### src/rtl/laser_tx_framer.sv
// laser_tx_framer: buffers host bytes in a small FIFO and serialises each one
// as a start bit, eight data bits (LSB first) and STOP_BITS stop bits. Bits
// advance on rising edges of bit_clk, which is sampled as an enable in the
// clk_base domain.
module laser_tx_framer #(
    parameter int unsigned DEPTH      = 4,
    parameter int unsigned STOP_BITS  = 1,
    parameter logic        IDLE_LEVEL = 1'b0
) (
    input  logic                   clk_base,
    input  logic                   reset,
    input  logic                   en,
    input  logic                   bit_clk,
    input  logic [7:0]             data_in,
    input  logic                   data_valid,
    output logic                   data_ready,
    output logic                   laser_out,
    output logic                   busy,
    output logic                   tx_done,
    output logic [$clog2(DEPTH):0] fifo_count
);

    localparam int unsigned AW = $clog2(DEPTH);
    localparam logic [AW:0] FULL_COUNT = (AW + 1)'(DEPTH);
    localparam logic [2:0]  STOP_LAST  = 3'(STOP_BITS);

    localparam logic [1:0] ST_IDLE  = 2'd0;
    localparam logic [1:0] ST_START = 2'd1;
    localparam logic [1:0] ST_DATA  = 2'd2;
    localparam logic [1:0] ST_STOP  = 2'd3;

    logic [1:0]    state_q, state_d;
    logic          bit_clk_q;
    logic          laser_q, laser_d;
    logic          tx_done_q, tx_done_d;
    logic [7:0]    shift_q, shift_d;
    logic [2:0]    bit_idx_q, bit_idx_d;
    logic [2:0]    stop_cnt_q, stop_cnt_d;
    logic [AW-1:0] wr_ptr_q, wr_ptr_d;
    logic [AW-1:0] rd_ptr_q, rd_ptr_d;
    logic [AW:0]   count_q, count_d;
    logic [7:0]    mem_q [DEPTH];

    logic tick;
    logic push;
    logic pop;
    logic fifo_empty;

    assign tick       = bit_clk & ~bit_clk_q;
    assign fifo_empty = (count_q == '0);
    assign data_ready = (count_q != FULL_COUNT);
    assign push       = data_valid & data_ready;

    assign laser_out  = laser_q;
    assign busy       = (state_q != ST_IDLE);
    assign tx_done    = tx_done_q;
    assign fifo_count = count_q;

    // Frame sequencer: a dropped enable aborts the frame immediately, otherwise
    // the state advances one bit per tick; STOP chains straight into the next
    // frame when a byte is waiting.
    always_comb begin
        state_d    = state_q;
        laser_d    = laser_q;
        tx_done_d  = 1'b0;
        shift_d    = shift_q;
        bit_idx_d  = bit_idx_q;
        stop_cnt_d = stop_cnt_q;
        pop        = 1'b0;

        if (!en && (state_q != ST_IDLE)) begin
            state_d    = ST_IDLE;
            laser_d    = IDLE_LEVEL;
            shift_d    = '0;
            bit_idx_d  = '0;
            stop_cnt_d = '0;
        end else if (tick) begin
            case (state_q)
                ST_IDLE: begin
                    if (en && !fifo_empty) begin
                        pop     = 1'b1;
                        shift_d = mem_q[rd_ptr_q];
                        laser_d = ~IDLE_LEVEL;
                        state_d = ST_START;
                    end else begin
                        laser_d = IDLE_LEVEL;
                    end
                end
                ST_START: begin
                    laser_d   = shift_q[0];
                    bit_idx_d = '0;
                    state_d   = ST_DATA;
                end
                ST_DATA: begin
                    if (bit_idx_q != 3'd7) begin
                        shift_d   = {1'b0, shift_q[7:1]};
                        laser_d   = shift_q[1];
                        bit_idx_d = bit_idx_q + 3'd1;
                    end else begin
                        laser_d    = IDLE_LEVEL;
                        stop_cnt_d = 3'd1;
                        state_d    = ST_STOP;
                    end
                end
                ST_STOP: begin
                    if (stop_cnt_q < STOP_LAST) begin
                        stop_cnt_d = stop_cnt_q + 3'd1;
                    end else begin
                        tx_done_d  = 1'b1;
                        stop_cnt_d = '0;
                        bit_idx_d  = '0;
                        if (en && !fifo_empty) begin
                            pop     = 1'b1;
                            shift_d = mem_q[rd_ptr_q];
                            laser_d = ~IDLE_LEVEL;
                            state_d = ST_START;
                        end else begin
                            shift_d = '0;
                            laser_d = IDLE_LEVEL;
                            state_d = ST_IDLE;
                        end
                    end
                end
                default: begin
                    laser_d = IDLE_LEVEL;
                    state_d = ST_IDLE;
                end
            endcase
        end
    end

    // FIFO bookkeeping: pointers wrap naturally at DEPTH, and a simultaneous
    // push and pop leaves the occupancy unchanged.
    always_comb begin
        wr_ptr_d = wr_ptr_q;
        rd_ptr_d = rd_ptr_q;
        count_d  = count_q;
        if (push) begin
            wr_ptr_d = wr_ptr_q + 1'b1;
        end
        if (pop) begin
            rd_ptr_d = rd_ptr_q + 1'b1;
        end
        case ({push, pop})
            2'b10:   count_d = count_q + 1'b1;
            2'b01:   count_d = count_q - 1'b1;
            default: count_d = count_q;
        endcase
    end

    // FIFO storage; stale entries are harmless because occupancy gates reads.
    always_ff @(posedge clk_base) begin
        if (push) begin
            mem_q[wr_ptr_q] <= data_in;
        end
    end

    // State, datapath and FIFO registers with asynchronous reset.
    always_ff @(posedge clk_base or posedge reset) begin
        if (reset) begin
            state_q    <= ST_IDLE;
            bit_clk_q  <= 1'b0;
            laser_q    <= IDLE_LEVEL;
            tx_done_q  <= 1'b0;
            shift_q    <= '0;
            bit_idx_q  <= '0;
            stop_cnt_q <= '0;
            wr_ptr_q   <= '0;
            rd_ptr_q   <= '0;
            count_q    <= '0;
        end else begin
            state_q    <= state_d;
            bit_clk_q  <= bit_clk;
            laser_q    <= laser_d;
            tx_done_q  <= tx_done_d;
            shift_q    <= shift_d;
            bit_idx_q  <= bit_idx_d;
            stop_cnt_q <= stop_cnt_d;
            wr_ptr_q   <= wr_ptr_d;
            rd_ptr_q   <= rd_ptr_d;
            count_q    <= count_d;
        end
    end

endmodule

### config.mk
export PLATFORM = sky130hd
export DESIGN_NAME = laser_tx_framer
export DESIGN_NICKNAME = d
export VERILOG_FILES = /design/src/rtl/laser_tx_framer.sv
export SDC_FILE = /design/constraint.sdc
export NUM_CORES = 1
export LEC_CHECK = 0
export CAP_MARGIN = 20
export CELL_PAD_IN_SITES_DETAIL_PLACEMENT = 0
export CELL_PAD_IN_SITES_GLOBAL_PLACEMENT = 2
export CORE_MARGIN = 8
export CORE_UTILIZATION = 41
export DETAILED_ROUTE_END_ITERATION = 8
export PLACE_DENSITY = 0.79
export SLEW_MARGIN = 20
export SYNTH_ARGS = -nofsm -noshare
export SYNTH_HDL_FRONTEND = slang
export SYNTH_SLANG_ARGS = --single-unit
### constraint.sdc
create_clock -name clk_base -period 3.2 [get_ports clk_base]
set_input_delay 0.8 -clock clk_base [delete_from_list [all_inputs] [get_ports clk_base]]
set_output_delay 0.8 -clock clk_base [all_outputs]
set_load 0.01 [all_outputs]
==> summary.txt <==
Flow run
  • Max-cap violations: 0

Drt
  • Residual DRC: 0
  • Via density: 5.03
  • Pre-antenna DRT Iters: 4
  • Initial DRC Count: 66
  • DRT Wirelength: 4990 um
  • Vias: roughly 1600
  • Wire per inst: about 16 um
  • Antenna-violating nets left: 0

Placement
  • Global placement routability congestion: 0.757
  • Detail Placement HPWL: 3450 um
  • Cell total after placement: 296
  • Cell Area, Placed: 3050 sq um
  • I/O Buffers: 19

Logic synthesis
  • Area leader, netlist: edfxtp_1
  • Post-Syn Nets: 227
  • Synth top area share: 34.5%
  • Yosys cell types: 44
  • Post-synth EDFFs: 32
  • Synth Instances: 200
  • Synth warnings: 0
  • FF+latch count, synth: 58
  • Mean Syn Cell Area: 13.9 sq um
  • Synth Flop Type: edfxtp_1
  • Sequential area share after synthesis: 57.9%
  • Synth Cell Area: 2780 sq um
  • Asr flop ratio synth: 44.8%
  • Area contributors post-synth: edfxtp_1 (35%), dfrtp_1 (23%), mux4_2 (6.5%)

CTS
  • PostCTS Resize Cnt: 0
  • Clk sinks: 58
  • Worst skew pair latency: 0.33 ns
  • CTS hold repair buffers: 0
  • Post-CTS setup buffer count: 0
  • CTS root buf: clkbuf_8
  • Clock Tree Buf Depth: 2
  • CTS tree: yes
  • H-tree depth: 3
  • CTS buffer count: 9
  • Worst-path clk slew: 0.07 ns

Floorplan
  • # IOs: 20
  • Die width: 98.4 um
  • Die height: 98.4 um
  • Initial Util: 41.6%
  • Row count: 30
  • Die ar.: 9680 sq um
  • Core Area: 6680 sq um

STA
  • Max Clock Skew: between 0.005 and 0.006 ns
  • Max-slew violations: 0
  • RSZ-0062 raised after global routing: no
  • Setup violators final: 0
  • Setup TNS: 0 ns
  • Max Fclk: 366 MHz
  • Relative slew margins: between 60% and 70%
  • Tcrit/Tclk final: between 80 and 90%
  • Period minus WS final: about 2.7 ns
  • Slew @ Worst Pin: 0.591 ns
  • Fin. Hold Viols: 0

Pwr
  • Peak VDD IR: 0.000403 V
  • Leakage power: around 1.4 nW
  • PD cells: 896 nW/um^2
  • PnR Total Power: 2.93 mW

Layout
  • Fin area: 3270 sq um
  • Diodes inserted: 0
  • Most frequent cells in the layout: edfxtp_1 (32), dfrtp_1 (26), inv_1 (23)
  • Commonest non-fill, non-tap cell in the layout: edfxtp_1
  • Layout cell share with drive strength beyond 1: 18.5%
  • Final #Nets: approximately 250
  • Post-Layout Cell Count: around 310
  • Syn-to-layout area delta: 17.5%

GRT
  • Total Routing Usage GR: 11.3%
  • Number of global-route vias before repair: 1649
  • GR Overflow Total: 0
  • First-pass GRT wire length: 8440 um
  • Antenna violations before repair: 0
  • Largest net degree at the start of global routing: 27

Critical path
  • CP max-delay cell: clkdlybuf4s50_1
  • Max incr delay on CP: 0.49 ns
  • Worst EP arrival: between 2 and 3 ns
  • Critical path required time: ~3.5 ns
  • Critical path class: input pin to flop
  • Cell mode on critical path: xor2_1
  • Worst Setup Start Kind: input pin
  • Setup crit end kind: flop
  • Top delay family on crit path: adder cells
  • Largest fanout on the critical path: 3
  • Worst path cell trace: clkdlybuf4s50_1, o31ai_1, a2111oi_4, ha_1, inv_1, fa_1, xor2_1, nor2_1, xor2_1
  • WP buf/inv: 2

Min path
  • Hold WC Path Type: flop to flop

Status
  • Status: complete, no violations
## path summary, 6_finish.rpt
path | start | end | slack [ns] | cells past startpoint
worst max register to register | state_q[0]$_DFFE_PP0P_ | fifo_count[2]$_DFFE_PP0P_ | 0.58 | 10
worst min register to register | shift_q[7]$_DFFE_PP0P_ | shift_q[7]$_DFFE_PP0P_ | 0.50 | 1
worst min-delay path | shift_q[7]$_DFFE_PP0P_ | shift_q[7]$_DFFE_PP0P_ | 0.50 | 1
min in group asynchronous | reset | wr_ptr_q[1]$_DFFE_PP0P_ | 0.82 | 3
worst max-delay path | en | fifo_count[2]$_DFFE_PP0P_ | 0.46 | 9
max in group asynchronous | reset | stop_cnt_q[1]$_DFFE_PP0P_ | 2.11 | 3
## kinds of logic after synthesis
family,count (synthesis),share of synthesized area (%)
xor+xnor,6,1.89
fa+ha+maj,14,6.56
compound gates,30,8.68
simple gates,45,9.40
buf+inv,29,4.90
flops,58,57.9
mux,18,10.7
## area by class of cell
cell class                      count  area, sq um
Tap cell                           80          100
Sequential cell                    58         1610
Fill cell                         603         3410
Inverter                           23         86.3
Multi-Input combinational cell    113         1030
Clock inverter                      7          101
Timing Repair Buffer               22          213
Clock buffer                        9          124
## metal layers
| layer | part of all wire [%] | track usage, % |
|---|---|---|
| met4 | 1.7 | 5.31 |
| met5 | 0 | 0 |
| met2 | 45 | 17.2 |
| met3 | 2.9 | 3.70 |
| met1 | 50 | 14.2 |
## registers in the layout, summed over array words and instances, names as in the netlist
name / count
bit_clk_q: 1
shift_q: 8
fifo_count: 3
laser_out: 1
rd_ptr_q: 2
state_q: 2
tx_done: 1
bit_idx_q: 3
stop_cnt_q: 3
mem_q: 32
wr_ptr_q: 2
## through the flow
step | setup slack, ns | hold WS, ns | utilization [%]
floorplan | 0.811 | 0.466 | -
global placement | 0.179 | 0.476 | 45.6
detailed placement | 0.107 | 0.488 | 45.6
CTS | 0.459 | 0.504 | 49.0
global route | 0.356 | 0.510 | 49.0
finish | 0.464 | 0.498 | 49.0
## worst reg2reg max path: stages (launching register included)
cell and delay, ns:
dfrtp_1 0.44, inv_1 0.14, ha_1 0.27, inv_1 0.14
a2111oi_4 0.44, ha_1 0.26, inv_1 0.06, fa_1 0.37
xor2_1 0.15, nor2_1 0.11, xor2_1 0.17
## Yosys cell counts, types with 2 or more instances
master / instances
nor3_1: 2
nor2_1: 4
ha_1: 13
buf_6: 3
mux4_2: 8
o21ai_0: 10
xnor2_1: 3
nand2_1: 17
and3_1: 8
or2b_2: 2
inv_1: 23
nand3_1: 3
dfrtp_1: 26
edfxtp_1: 32
mux2_4: 3
a21oi_1: 2
xor2_1: 3
a22o_1: 7
mux2i_1: 6
## power by group
part / internal (mW) / switching (mW) / total [mW]
registers: 1.01 / 0.186 / 1.20
clock network: 0.443 / 0.316 / 0.759
logic: 0.476 / 0.501 / 0.977
total: 1.93 / 1.00 / 2.93
No activity file was read; power rests on OpenSTA's default activity.
==> RTL change 1: new RTL, same flow settings <==
Change the parameter `DEPTH` from 4 to 8.
--- a/src/rtl/laser_tx_framer.sv
+++ b/src/rtl/laser_tx_framer.sv
@@ -4,5 +4,5 @@
 // clk_base domain.
 module laser_tx_framer #(
-    parameter int unsigned DEPTH      = 4,
+    parameter int unsigned DEPTH      = 8,
     parameter int unsigned STOP_BITS  = 1,
     parameter logic        IDLE_LEVEL = 1'b0
Ports: changed (resized fifo_count); port bits go from 20 to 21. No check against the original RTL was run, so the function may have changed too.
==> RTL change 1 against the original RTL <==
- total power is 39% higher
- combinational power increased by 54%
- first-iteration DRC count rose by 80%
- critical path type is now flop to flop
- worst hold slack improved by 18 ps
- synthesized area grew 51%
- count of clock-buffer cells in the layout did not move
- final area increased by 47%
- routed wire length increased by 58%
- sequential cell count increased by 35
- setup slack lost 170 ps
==> RTL change 1: results (changes against the original RTL) <==
* Worst Min Path Start: bit_idx_q[1] (was shift_q[7])
* Number of enable flip-flop cells after synthesis at 64 (was 32)
* Overall Global Routing Usage at 0.126 (was 0.113)
* Hold worst-path end: bit_idx_q[1] (was shift_q[7])
* Count of final setup violators at 0 (unchanged)
* Skew final at 10.9 ps (was 5.03 ps)
* Hpwl dp at 5200 um (was 3450 um)
* Yosys warnings at 0 (unchanged)
* IR Drop Worst-Case VDD at 347 uV (was 403 uV)
* Share of synthesized area occupied by flip-flops and latches at 0.630 (was 0.579)
* Top cells by count, synth: sky130_fd_sc_hd__edfxtp_1, sky130_fd_sc_hd__dfrtp_1, sky130_fd_sc_hd__nor2_1 (was sky130_fd_sc_hd__edfxtp_1, sky130_fd_sc_hd__dfrtp_1, sky130_fd_sc_hd__inv_1)
* Final non-filler cell total at 440 (was 312)
* Post-CTS resize count at 0 (unchanged)
* Actual transition at the worst max-transition pin at 735 ps (was 591 ps)
* Clock insertion delay at the later pin of the skew report at 350 ps (was 330 ps)
* Number of optimization iterations in the first detailed-route pass at 4 (unchanged)
* Flip-flop count of the largest register after layout at 64 (was 32)
* Number of buffers added on ports at 20 (was 19)
* Crit path max fanout at 6 (was 3)
* Main area contributors after synthesis: sky130_fd_sc_hd__edfxtp_1, sky130_fd_sc_hd__dfrtp_1, sky130_fd_sc_hd__mux4_1 (was sky130_fd_sc_hd__edfxtp_1, sky130_fd_sc_hd__dfrtp_1, sky130_fd_sc_hd__mux4_2)
* Slack of the worst reg-to-reg path at 290 ps (was 580 ps)
* Terminus of the critical flop-to-flop path: fifo_count[3] (was fifo_count[2])
* Wire length per cell at 17.9 um (was 16.0 um)
* Register with the most flip-flops: mem_q (unchanged)
* Layout Nets at 326 (was 254)
* Post-Synthesis Mean Instance Area at 15.9 um^2 (was 13.9 um^2)
* Initial antenna violation count at 0 (unchanged)
* Async S/R FF share, synth at 0.312 (was 0.448)
* Post-Syn Nets at 291 (was 227)
* Post-synthesis cell type count at 51 (was 44)
* Dpl cells at 424 (was 296)
* Cell with the biggest individual delay on the critical path: sky130_fd_sc_hd__dfrtp_1 (was sky130_fd_sc_hd__clkdlybuf4s50_1)
* RD Place Congestion at 0.758 (was 0.757)
* Initial drt markers at 119 (was 66)
* Vias in the first global route at 2,396 (was 1,649)
* Status: finished, final reports clean (unchanged)
* Global-route wire length before repair at 13,000 um (was 8440 um)
* Via count at 2,319 (was 1,569)
* Leakage power total at 1.74 nW (was 1.35 nW)
* Critical Path AT at 3190 ps (was 2990 ps)
* Layout cells sized above 1 at 0.164 (was 0.185)
* Smallest hold slack at 516 ps (was 498 ps)
* Share of the synthesized area in the top cell type at 0.457 (was 0.345)
* Clock-pin slew on the worst setup and hold paths at 100 ps (was 70 ps)
* Pin count of the biggest net entering global routing at 30 (was 27)
* Number of fill cells at 880 (was 603)
[RTL change 1: changes by cell type in the layout (fill, tap and decap cells not counted), moves of 7 or more]
cell,delta
sky130_fd_sc_hd__buf_4,+11
sky130_fd_sc_hd__mux4_1,+9
sky130_fd_sc_hd__inv_1,-12
sky130_fd_sc_hd__mux2i_1,+7
sky130_fd_sc_hd__o22a_1,+7
sky130_fd_sc_hd__o22ai_1,+7
sky130_fd_sc_hd__nor2_1,+11
sky130_fd_sc_hd__edfxtp_1,+32
sky130_fd_sc_hd__and3_1,-8
[RTL change 1: power breakdown]
| group | internal, mW | switching (mW) | total [mW] |
|---|---|---|---|
| clock | 0.308 | 0.456 | 0.764 |
| sequential | 1.56 | 0.241 | 1.81 |
| combinational | 0.748 | 0.754 | 1.50 |
[RTL change 1: metal layers]
| metal | up-vias | GRT usage | share of wire | wire [um] |
|---|---|---|---|---|
| li1 | 1104 | - | - | - |
| met1 | 1162 | 0.158 | 0.45 | 3560 |
| met2 | 39 | 0.208 | 0.50 | 3920 |
| met3 | 14 | 0.0277 | 0.033 | 259 |
| met4 | 0 | 0.0503 | 0.016 | 126 |
| met5 | - | 0 | 0 | 0 |
[RTL change 1: layout make-up]
| type | count | share of cell area |
|---|---|---|
| clock buffers | 9 | 0.0258 |
| repair buffers | 34 | 0.0637 |
| multi-input cells | 150 | 0.299 |
| flip-flops and latches | 93 | 0.552 |
| inverters | 11 | 0.00861 |
| well taps | 136 | 0.0355 |
| clock inverters | 7 | 0.0154 |
[RTL change 1: kinds of logic (layout without fill, tap and decap cells)]
| kind of cell | after synthesis | after routing | share of synthesized area |
|---|---|---|---|
| and+or+nand+nor | 54 | 54 | 0.0637 |
| adders and majority gates | 14 | 14 | 0.0435 |
| muxes | 33 | 33 | 0.135 |
| AOI/OAI and AO/OA | 42 | 42 | 0.0834 |
| DFF | 93 | 93 | 0.630 |
| buffers and inverters | 21 | 61 | 0.0295 |
| xor gates and xnor gates | 7 | 7 | 0.0146 |
[RTL change 1: worst max-delay path by stage]
| stage | from | endpoint | slack [ps] | cells past startpoint |
|---|---|---|---|---|
| finish | state_q[0] | fifo_count[3] | 290 | 10 |
| detailed placement | bit_clk | fifo_count[3] | -5 | 9 |
| global placement | bit_clk | fifo_count[3] | 50 | 9 |
| floorplan | state_q[0] | fifo_count[3] | 430 | 10 |
| CTS | state_q[0] | fifo_count[3] | 290 | 10 |
| global route | state_q[0] | fifo_count[3] | 40 | 10 |
[RTL change 1: metrics by stage]
step	worst slack [ps]	total power, mW	cell area, um^2
floorplan	434	2.92	4200
global placement	45.5	3.33	4600
detailed placement	-5.01	3.35	4600
CTS	287	4.12	4790
global route	36.6	4.36	4790
finish	295	4.07	4790
==> RTL change 2: new RTL, config.mk and constraints unchanged <==
Made on the original files. `shift_q` no longer has a reset.
--- a/src/rtl/laser_tx_framer.sv
+++ b/src/rtl/laser_tx_framer.sv
@@ -163,5 +163,4 @@
             laser_q    <= IDLE_LEVEL;
             tx_done_q  <= 1'b0;
-            shift_q    <= '0;
             bit_idx_q  <= '0;
             stop_cnt_q <= '0;
@@ -174,5 +173,4 @@
             laser_q    <= laser_d;
             tx_done_q  <= tx_done_d;
-            shift_q    <= shift_d;
             bit_idx_q  <= bit_idx_d;
             stop_cnt_q <= stop_cnt_d;
@@ -183,4 +181,8 @@
     end
 
+    always_ff @(posedge clk_base) begin
+        shift_q <= shift_d;
+    end
+
 endmodule
 
Formal check against the unedited RTL: same outputs for any inputs over 10 cycles, from zero or initial values and one cycle with reset high; that may be too few to reach the edited logic, so the function may still have changed.
==> RTL change 2 against the original RTL <==
- synthesized area down 2.4%
- total power down 4.2%
- sequential cell count unchanged
- clock skew up 2.3 ps
- via count up 6.1%
- routed wire length up 0.86%
- setup slack better by 14 ps
- final area down 2.3%
- largest power group unchanged
- highest routed layer unchanged
- largest cell class unchanged
==> RTL change 2: results (changes against the original RTL) <==
* Number of H-tree levels at 3 (unchanged)
* Main area contributors after synthesis: sky130_fd_sc_hd__edfxtp_1, sky130_fd_sc_hd__dfrtp_1, sky130_fd_sc_hd__mux4_2 (unchanged)
* NetSw at 0.983 mW (was 1.00 mW)
* Total length of routed wires at 5030 um (was 4990 um)
* IR Drop Worst-Case VDD at 443 uV (was 403 uV)
* Pre-CTS setup slack at 137 ps (was 107 ps)
* Number of buffers added on ports at 19 (unchanged)
* Pin count of the biggest net entering global routing at 19 (was 27)
* Synthesized netlist cell count at 198 (was 200)
* Leakage power total at 1.23 nW (was 1.35 nW)
* Global-route wire length before repair at 8870 um (was 8440 um)
* Post-placement cell area at 0.00300 mm^2 (was 0.00305 mm^2)
* Status: finished, final reports clean (unchanged)
* Crit path max fanout at 3 (unchanged)
* Overall Global Routing Usage at 0.115 (was 0.113)
* Power dissipated in sequential cells at 1.18 mW
* Skew final at 7.32 ps (was 5.03 ps)
* Share of synthesized area occupied by flip-flops and latches at 0.579 (about the same)
* Critical Path AT at 2970 ps (was 2990 ps)
* RD Place Congestion at 0.867 (was 0.757)
* Async S/R FF share, synth at 0.310 (was 0.448)
* Reg2reg path depth at 9 (was 10)
* Vias in the first global route at 1,812 (was 1,649)
* Layout cells sized above 1 at 0.164 (was 0.185)
* Number of fill cells at 547 (was 603)
* Rel. slew slack at 0.546 (was 0.606)
* WHS Path Cells at 2 (was 1)
* Dominant synthesized flop cell: sky130_fd_sc_hd__edfxtp_1 (unchanged)
* Initial drt markers at 57 (was 66)
* Layout Nets at 255 (was 254)
* Relative contribution of the clock network to total power at 0.231 (was 0.259)
* Hpwl dp at 3720 um (was 3450 um)
* Post-synthesis cell type count at 39 (was 44)
* Post-CTS resize count at 0 (unchanged)
* Post-Syn Nets at 226 (was 227)
* Via count at 1,665 (was 1,569)
* Power in the clock group at 0.650 mW (was 0.759 mW)
* Dpl cells at 293 (was 296)
* Average vias per placed instance at 5.39 (was 5.03)
* Top cells by count, synth: sky130_fd_sc_hd__edfxtp_1, sky130_fd_sc_hd__dfrtp_1, sky130_fd_sc_hd__nand2_1 (was sky130_fd_sc_hd__edfxtp_1, sky130_fd_sc_hd__dfrtp_1, sky130_fd_sc_hd__inv_1)
-- RTL change 2: per-layer routing --
metal,GRT usage,part of all wire,up-vias
li1,-,-,800
met1,0.126,0.42,822
met2,0.197,0.53,34
met3,0.0405,0.039,9
met4,0.0478,0.018,0
met5,0,0,-
-- RTL change 2: critical path, stage by stage --
cell and delay (ps):
sky130_fd_sc_hd__clkdlybuf4s50_1 500, sky130_fd_sc_hd__nand2b_1 100, sky130_fd_sc_hd__a2111oi_2 440, sky130_fd_sc_hd__ha_1 280
sky130_fd_sc_hd__inv_1 70, sky130_fd_sc_hd__fa_1 370, sky130_fd_sc_hd__xor2_1 150, sky130_fd_sc_hd__nor2_1 110
sky130_fd_sc_hd__xor2_1 160
-- RTL change 2: final cells by class --
cell class | count | area (um^2) | area share
Timing Repair Buffer | 25 | 235 | 0.0736
Clock inverter | 7 | 70.1 | 0.0219
Tap cell | 77 | 96.3 | 0.0301
Multi-Input combinational cell | 118 | 1040 | 0.326
Clock buffer | 9 | 124 | 0.0387
Inverter | 15 | 56.3 | 0.0176
Sequential cell | 58 | 1570 | 0.492
-- RTL change 2: path summary, 6_finish.rpt --
kind	start	to	slack, ps
setup / recovery	bit_clk	fifo_count[2]	480
hold / removal	shift_q[7]	shift_q[6]	480
setup reg to reg	state_q[0]	fifo_count[2]	500
hold reg to reg	shift_q[7]	shift_q[6]	480
max in group asynchronous	reset	bit_idx_q[1]	1890
min in group asynchronous	reset	wr_ptr_q[1]	870
-- RTL change 2: logic make-up after synthesis --
kind of cell,Yosys count,share of synthesized area
adders and majority gates,15,0.0719
and+or+nand+nor,42,0.0783
muxes,18,0.105
DFF,58,0.579
buffers and inverters,22,0.0373
AOI/OAI and AO/OA,37,0.110
xor gates and xnor gates,6,0.0193
